--- config.mk ---
export PLATFORM = sky130hd
export DESIGN_NAME = bcd_count2
export DESIGN_NICKNAME = d
export VERILOG_FILES = /design/src/rtl/bcd_count2.sv
export SDC_FILE = /design/constraint.sdc
export NUM_CORES = 1
export LEC_CHECK = 0
export CAP_MARGIN = 25
export CORE_ASPECT_RATIO = 0.7
export CORE_UTILIZATION = 55
export DETAILED_ROUTE_END_ITERATION = 10
export PLACE_DENSITY = 0.77
export SLEW_MARGIN = 25
export SYNTH_ARGS = -nofsm -noshare
export SYNTH_HDL_FRONTEND = slang
export SYNTH_SLANG_ARGS = --single-unit
--- constraint.sdc ---
create_clock -name clock -period 2.7 [get_ports clock]
set_clock_uncertainty 0.05 [all_clocks]
set_input_delay 0.54 -clock clock [delete_from_list [all_inputs] [get_ports clock]]
set_output_delay 0.54 -clock clock [all_outputs]
set_load 0.02 [all_outputs]
--- src/rtl/bcd_count2.sv ---
// bcd_count2: two-digit BCD up/down counter (00-99) stepped by an internal prescaler.
// Priority per edge is clr > valid load > step; tick/wrap/load_err are registered one-cycle pulses.
module bcd_count2 #(
    parameter int TICK_DIV = 50000000
) (
    input  logic       clock,
    input  logic       resetn,
    input  logic       en,
    input  logic       up,
    input  logic       clr,
    input  logic       load,
    input  logic [7:0] load_val,
    output logic [3:0] tens,
    output logic [3:0] ones,
    output logic       tick,
    output logic       wrap,
    output logic       load_err
);
    localparam int PW = (TICK_DIV > 1) ? $clog2(TICK_DIV) : 1;
    localparam logic [PW-1:0] LAST = PW'(TICK_DIV - 1);
    logic [PW-1:0] pre;
    logic          step;
    logic          load_ok;
    logic          step_wrap;
    logic [3:0]    tens_nx;
    logic [3:0]    ones_nx;
    assign step    = en && (pre == LAST);
    assign load_ok = load && (load_val[7:4] <= 4'd9) && (load_val[3:0] <= 4'd9);
    // Next digits are formed directly in BCD so no non-BCD value ever reaches the registers.
    always_comb begin
        ones_nx   = up ? ((ones == 4'd9) ? 4'd0 : ones + 4'd1)
                       : ((ones == 4'd0) ? 4'd9 : ones - 4'd1);
        tens_nx   = tens;
        step_wrap = up ? (tens == 4'd9 && ones == 4'd9) : (tens == 4'd0 && ones == 4'd0);
        if (up && ones == 4'd9)
            tens_nx = (tens == 4'd9) ? 4'd0 : tens + 4'd1;
        if (!up && ones == 4'd0)
            tens_nx = (tens == 4'd0) ? 4'd9 : tens - 4'd1;
    end
    always_ff @(posedge clock or negedge resetn) begin
        if (!resetn) begin
            tens     <= 4'd0;
            ones     <= 4'd0;
            pre      <= '0;
            tick     <= 1'b0;
            wrap     <= 1'b0;
            load_err <= 1'b0;
        end else if (clr) begin
            tens     <= 4'd0;
            ones     <= 4'd0;
            pre      <= '0;
            tick     <= 1'b0;
            wrap     <= 1'b0;
            load_err <= 1'b0;
        end else if (load_ok) begin
            tens     <= load_val[7:4];
            ones     <= load_val[3:0];
            pre      <= '0;
            tick     <= 1'b0;
            wrap     <= 1'b0;
            load_err <= 1'b0;
        end else begin
            // A rejected load falls through here, so counting proceeds as if load were low.
            load_err <= load;
            tick     <= step;
            wrap     <= step && step_wrap;
            if (step) begin
                tens <= tens_nx;
                ones <= ones_nx;
                pre  <= '0;
            end else if (en) begin
                pre <= pre + PW'(1);
            end
        end
    end
endmodule

==> impl_metrics.env, run 1 <==
export IMPL_status="completed"
export IMPL_clkTransAtPathRegs_ns=0.08
export IMPL_grt_max_degree=38
export IMPL_grt_first_pass_wirelength_mm=10.29
export IMPL_grt_pass1_vias=2136
export IMPL_path_max_fanout=8
export IMPL_cts_resized=0
export IMPL_reg2reg_slack_ns=0.23
export IMPL_worstRegToRegCells=7
export IMPL_hold_viol_final=0
export IMPL_cts_max_level=2
export IMPL_postCtsSetupBuffers=0
export IMPL_setup_ws_ns=0.2314
export IMPL_netlist_area_leader_share_pct=38.03
export IMPL_synth_most_common_cell="dfrtp_1"
export IMPL_grt_setup_unrepaired="false"
export IMPL_clock_sinks=37
export IMPL_grt_util_all_layers_pct=29.39
export IMPL_finalMaxSlewViolations=0
export IMPL_antenna_left=0
export IMPL_synth_ff_type="dfrtp_1"
export IMPL_synthTopCellsByArea="dfrtp_1 38%, ha_1 4.6%, nor2_1 4.5%"
export IMPL_ir_drop_mv=0.3325
export IMPL_drive_gt1_share_pct=10.44
export IMPL_hpwl_mm=4.539
export IMPL_r2r_start="ones[0]"
export IMPL_final_cells=368
export IMPL_finalPower_w=0.001419
export IMPL_n_antenna_cell=0
export IMPL_dieArea_sq_um=4702
export IMPL_ys_seq_area_share_pct=38.03
export IMPL_synth_seq_cells=37
export IMPL_worst_pin_slew_ns=0.8066
export IMPL_cp_required_ns=2.83
export IMPL_fin_crit_ns=2.469
export IMPL_synth_edf_count=0
export IMPL_setup_viol=0
export IMPL_ff_latch_area_sq_um=925.9
export IMPL_hold_class="in2async"
export IMPL_fillers=343
export IMPL_critPathLaunchType="flop"
export IMPL_synth_cell_type_count=52
export IMPL_worstReg2RegEnd="tens[3]"
export IMPL_finalNetCount=338
export IMPL_cellLeakagePower_nw=1.122
export IMPL_powerDensity_nw_per_um2=489.3
export IMPL_fmax_ghz=0.4051
export IMPL_syn_area_sq_um=2435
export IMPL_cts_tree="built"
export IMPL_ys_warn_count=0
export IMPL_cts_hold_buffers_added=0
export IMPL_ioPinCount=25
export IMPL_first_pass_iters=5
export IMPL_drt_iter0_drc=217
export IMPL_num_vias=2299
export IMPL_clkLatencyLatePin_ns=0.29
export IMPL_post_synth_top_area_cell="dfrtp_1"
export IMPL_area_growth_pct=19.06
export IMPL_cts_buffers=5
export IMPL_cts_buffer_depth=2
export IMPL_portBuffers=24
export IMPL_maxSlewHeadroom_pct=46.23
export IMPL_synth_common_cells="37 x dfrtp_1, 29 x nor2_1, 22 x nand2_1"
export IMPL_syn_area_per_cell_sq_um=8.665
export IMPL_antenna_found_initial=0
export IMPL_dp_cells=360
export IMPL_finalWirelength_mm=6.124
export IMPL_postSynthCellCount=281
export IMPL_path_class="reg2reg"
export IMPL_coreArea_sq_um=4089
export IMPL_setup_tns_ns=0
export IMPL_gp_congestion=1.021
export IMPL_via_per_inst=6.247
export IMPL_arrival_ns=2.60
export IMPL_grt_ovfl_total=0
export IMPL_die_x_um=81.53
export IMPL_rows=19
export IMPL_initial_utilization_pct=59.55
export IMPL_cts_root_buf="clkbuf_8"
export IMPL_preCtsSetupSlack_ns=0.06086
export IMPL_wl_per_cell_um=16.64
export IMPL_synthesis_nets=304
export IMPL_cp_end_kind="flop"
export IMPL_dieHeight_um=57.67
export IMPL_multiInputGateArea_sq_um=1418
export IMPL_drc_errors=0
export IMPL_synthArstFlopShare_pct=100.0
export IMPL_maxCapViolCount=0
export IMPL_post_route_period_util_pct=91.43
==> kinds of logic after synthesis <==
logic type	after synthesis	share of synthesized area (%)
AND/OR/NAND/NOR	138	31.14
AO/OA/AOI/OAI	56	14.44
flip-flops	37	38.03
buffers and inverters	20	3.751
XOR/XNOR	15	5.395
adder cells (fa/ha/maj)	9	4.625
multiplexers	6	2.621
==> state kept, by name, indices dropped and copies added (netlist names) <==
signal    flops
tick          1
ones          4
tens          4
pre          26
load_err      1
wrap          1
==> per-stage QoR <==
step / cell area [sq um] / utilization (%) / hold WS [ns]
floorplan: 2435 / - / 0.1944
global placement: 2779 / 67.96 / 0.4787
detailed placement: 2779 / 67.96 / 0.4769
CTS: 2899 / 70.90 / 0.3173
global route: 2899 / 70.90 / 0.3544
finish: 2899 / 70.90 / 0.2871
==> worst max path at each step <==
stage,from,to,slack [ns],cells past startpoint
after CTS,ones[0],tens[3],0.23,7
after global placement,up,tens[3],0.14,6
after floorplan,ones[0],tens[2],0.20,8
after detailed placement,up,tens[3],0.06,6
after global routing,ones[0],tens[3],0.07,7
final,ones[0],tens[3],0.23,7
==> critical path, stage by stage (launching register included) <==
cell	delay (ns)
dfrtp_1	0.47
inv_1	0.17
ha_1	0.22
or4b_2	0.68
o21ai_0	0.15
nand3_1	0.11
nand2_1	0.15
mux2_2	0.36
==> area by class of cell <==
cell class / count / area share (%)
Tap cell: 52 / 2.244
Clock inverter: 2 / 1.295
Inverter: 10 / 1.295
Sequential cell: 37 / 31.94
Multi-Input combinational cell: 224 / 48.90
Clock buffer: 6 / 2.849
Timing Repair Buffer: 37 / 11.48
==> power by group <==
| group | total [W] | switching (W) | internal [W] |
|---|---|---|---|
| sequential | 0.000613 | 0.0000408 | 0.000573 |
| clock | 0.000505 | 0.000205 | 0.000300 |
| combinational | 0.000300 | 0.000162 | 0.000138 |
| total | 0.00142 | 0.000408 | 0.00101 |
==> layer usage <==
layer / vias to the layer above / global-route usage [%] / part of all wire [%]
met2: 97 / 40.12 / 41
met3: 9 / 6.929 / 8.2
li1: 1097 / - / -
met5: - / 0 / 0
met4: 0 / 6.888 / 0.88
met1: 1096 / 46.48 / 50
==> cells in the final DEF, fill, tap and decap left out, types with 4 or more instances in the layout <==
cell             Yosys  layout
nand2b_1             6       6
xor2_1               4       4
buf_4                0      13
nor4_1               5       5
nor3_1              13      13
nor2_1              29      29
a21oi_1             16      16
or3_1                5       5
xnor2_1             11      11
o21ai_0             13      13
a22oi_1              4       4
clkbuf_8             0       6
nand4_1              7       7
inv_1               10      10
nand2_1             22      22
dfrtp_1             37      37
and3_1               7       7
ha_1                 9       9
clkdlybuf4s50_1      0      23
nand3_1             20      20
No activity file was read; power rests on OpenSTA's default activity.
==> run 2: changes to the inputs <==
--- a/config.mk
+++ b/config.mk
@@ -6,10 +6,12 @@
 export NUM_CORES = 1
 export LEC_CHECK = 0
 export CAP_MARGIN = 25
+export CELL_PAD_IN_SITES_DETAIL_PLACEMENT = 0
+export CELL_PAD_IN_SITES_GLOBAL_PLACEMENT = 1
 export CORE_ASPECT_RATIO = 0.7
-export CORE_UTILIZATION = 55
+export CORE_UTILIZATION = 43
 export DETAILED_ROUTE_END_ITERATION = 10
-export PLACE_DENSITY = 0.77
+export PLACE_DENSITY = 0.78
 export SLEW_MARGIN = 25
 export SYNTH_ARGS = -nofsm -noshare
 export SYNTH_HDL_FRONTEND = slang
==> run 2 against run 1 <==
  * Count of clock-buffer cells in the layout is 1 lower
  * Global-route usage down 6.4 points
  * Final cell count grew 6.0%
  * Total power is 8.5% lower
  * Cell area is 0.65% higher
  * Worst setup slack improved by 0.11 ns
  * Non-clock buffer count is 2 higher
  * Critical endpoint unchanged
  * Highest routed layer unchanged
==> impl_metrics.env, run 2 (synthesized netlist as in run 1, its figures left out) <==
export IMPL_first_pass_iters=5
export IMPL_grt_first_pass_wirelength_mm=10.76
export IMPL_clkLatencyLatePin_ns=0.29
export IMPL_cts_hold_buffers_added=0
export IMPL_crit_family="simple AND/OR/NAND/NOR gates"
export IMPL_dp_cells=382
export IMPL_largestRegisters="pre x26, ones x4, tens x4"
export IMPL_r2r_start="ones[0]"
export IMPL_antenna_left=0
export IMPL_dpl_instance_area_sq_um=2831
export IMPL_grt_ovfl_total=0
export IMPL_initial_utilization_pct=45.60
export IMPL_whs_ns=0.3165
export IMPL_dieHeight_um=64.96
export IMPL_cellLeakagePower_nw=1.125
export IMPL_coreArea_sq_um=5340
export IMPL_maxSlewHeadroom_pct=41.40
export IMPL_cp_required_ns=2.88
export IMPL_gp_congestion=0.8828
export IMPL_grt_util_all_layers_pct=23.03
export IMPL_cp_end_kind="flop"
export IMPL_preCtsSetupSlack_ns=0.04954
export IMPL_top_register="pre"
export IMPL_cts_buffers=5
export IMPL_antenna_found_initial=0
export IMPL_setup_viol=0
export IMPL_hold_viol_final=0
export IMPL_num_vias=2272
export IMPL_finalNetCount=340
export IMPL_grt_pass1_vias=2086
export IMPL_hold_class="in2async"
export IMPL_path_max_fanout=4
export IMPL_cpPeakStageDelay_ns=0.68
export IMPL_critPathBufInv=1
export IMPL_dieArea_sq_um=5972
export IMPL_final_common_cell="dfrtp_1"
export IMPL_arrival_ns=2.55
export IMPL_final_cells=390
export IMPL_cts_tree="built"
export IMPL_cts_resized=0
export IMPL_cts_buffer_depth=2
export IMPL_drt_iter0_drc=233
export IMPL_setup_ws_ns=0.3376
export IMPL_powerDensity_nw_per_um2=444.8
export IMPL_fmax_ghz=0.4233
export IMPL_via_per_inst=5.826
export IMPL_worst_pin_slew_ns=0.8790
export IMPL_design_area_sq_um=2918
export IMPL_drive_gt1_share_pct=11.01
export IMPL_critPathLaunchType="flop"
export IMPL_post_route_period_util_pct=87.50
export IMPL_maxCapViolCount=0
export IMPL_hpwl_mm=4.629
export IMPL_cts_root_buf="clkbuf_8"
export IMPL_crit_chain="inv_1, ha_1, or4b_2, a31oi_1, o311ai_0, a311oi_1, mux2_2"
export IMPL_area_growth_pct=19.84
export IMPL_ir_drop_mv=0.3131
export IMPL_portBuffers=24
export IMPL_layout_common_cells="37 x dfrtp_1, 29 x nor2_1, 23 x clkdlybuf4s50_1"
export IMPL_worstRegToRegCells=7
export IMPL_grt_setup_unrepaired="false"
export IMPL_rows=22
export IMPL_clock_sinks=37
export IMPL_fin_crit_ns=2.362
export IMPL_finalMaxSlewViolations=0
export IMPL_clkTransAtPathRegs_ns=0.08
export IMPL_n_antenna_cell=0
export IMPL_wl_per_cell_um=16.16
export IMPL_status="completed"
export IMPL_finalWirelength_mm=6.302
export IMPL_die_x_um=91.94
export IMPL_grt_max_degree=38
export IMPL_ioPinCount=25
export IMPL_reg2reg_slack_ns=0.34
export IMPL_path_class="reg2reg"
export IMPL_largest_reg_flops=26
export IMPL_crit_path_top_delay_cell="or4b_2"
export IMPL_setup_tns_ns=0
export IMPL_worstReg2RegEnd="tens[3]"
export IMPL_drc_errors=0
export IMPL_cts_max_level=2
export IMPL_postCtsSetupBuffers=0
==> run 2: cell count changes in the layout (fill, tap and decap cells not counted), sizes merged <==
cell / delta
buf: +2
clkinv: +2
bufinv: -1
clkbuf: -1
==> run 2: power by group <==
group	leakage (nW)	switching [W]	internal [W]	total, W
clock network	0.0439	0.000211	0.000178	0.000389
registers	0.509	0.0000332	0.000573	0.000606
logic	0.571	0.000161	0.000142	0.000303
total	1.12	0.000405	0.000893	0.00130
==> run 2: layout make-up <==
| cell class | instances | area (sq um) |
|---|---|---|
| Sequential cell | 37 | 925.9 |
| Tap cell | 72 | 90.09 |
| Fill cell | 510 | 2422 |
| Multi-Input combinational cell | 224 | 1418 |
| Clock inverter | 3 | 17.52 |
| Clock buffer | 5 | 68.82 |
| Inverter | 10 | 37.54 |
| Timing Repair Buffer | 39 | 360.3 |
==> run 2: worst max-delay path by stage <==
| stage | slack [ns] | end | startpoint | depth (start not counted) |
|---|---|---|---|---|
| after floorplan | 0.20 | tens[2] | ones[0] | 8 |
| after CTS | 0.34 | tens[3] | ones[0] | 7 |
| after global routing | 0.17 | tens[3] | ones[0] | 7 |
| after global placement | 0.12 | tens[3] | up | 6 |
| final | 0.34 | tens[3] | ones[0] | 7 |
| after detailed placement | 0.05 | tens[3] | up | 6 |
==> run 2: routing by layer <==
layer	wire [um]	global-route usage (%)	vias up	share of wire, %
li1	-	-	1107	-
met1	3403	37.10	1072	54
met2	2477	30.41	86	39
met3	384	4.930	7	6.1
met4	38	5.078	0	0.60
met5	0	0	-	0
==> run 2: metrics by stage <==
stage | utilization (%) | power [W]
floorplan | - | 0.0007912
global placement | 53.02 | 0.0009228
detailed placement | 53.02 | 0.0009206
CTS | 54.64 | 0.001315
global route | 54.64 | 0.001375
finish | 54.64 | 0.001298
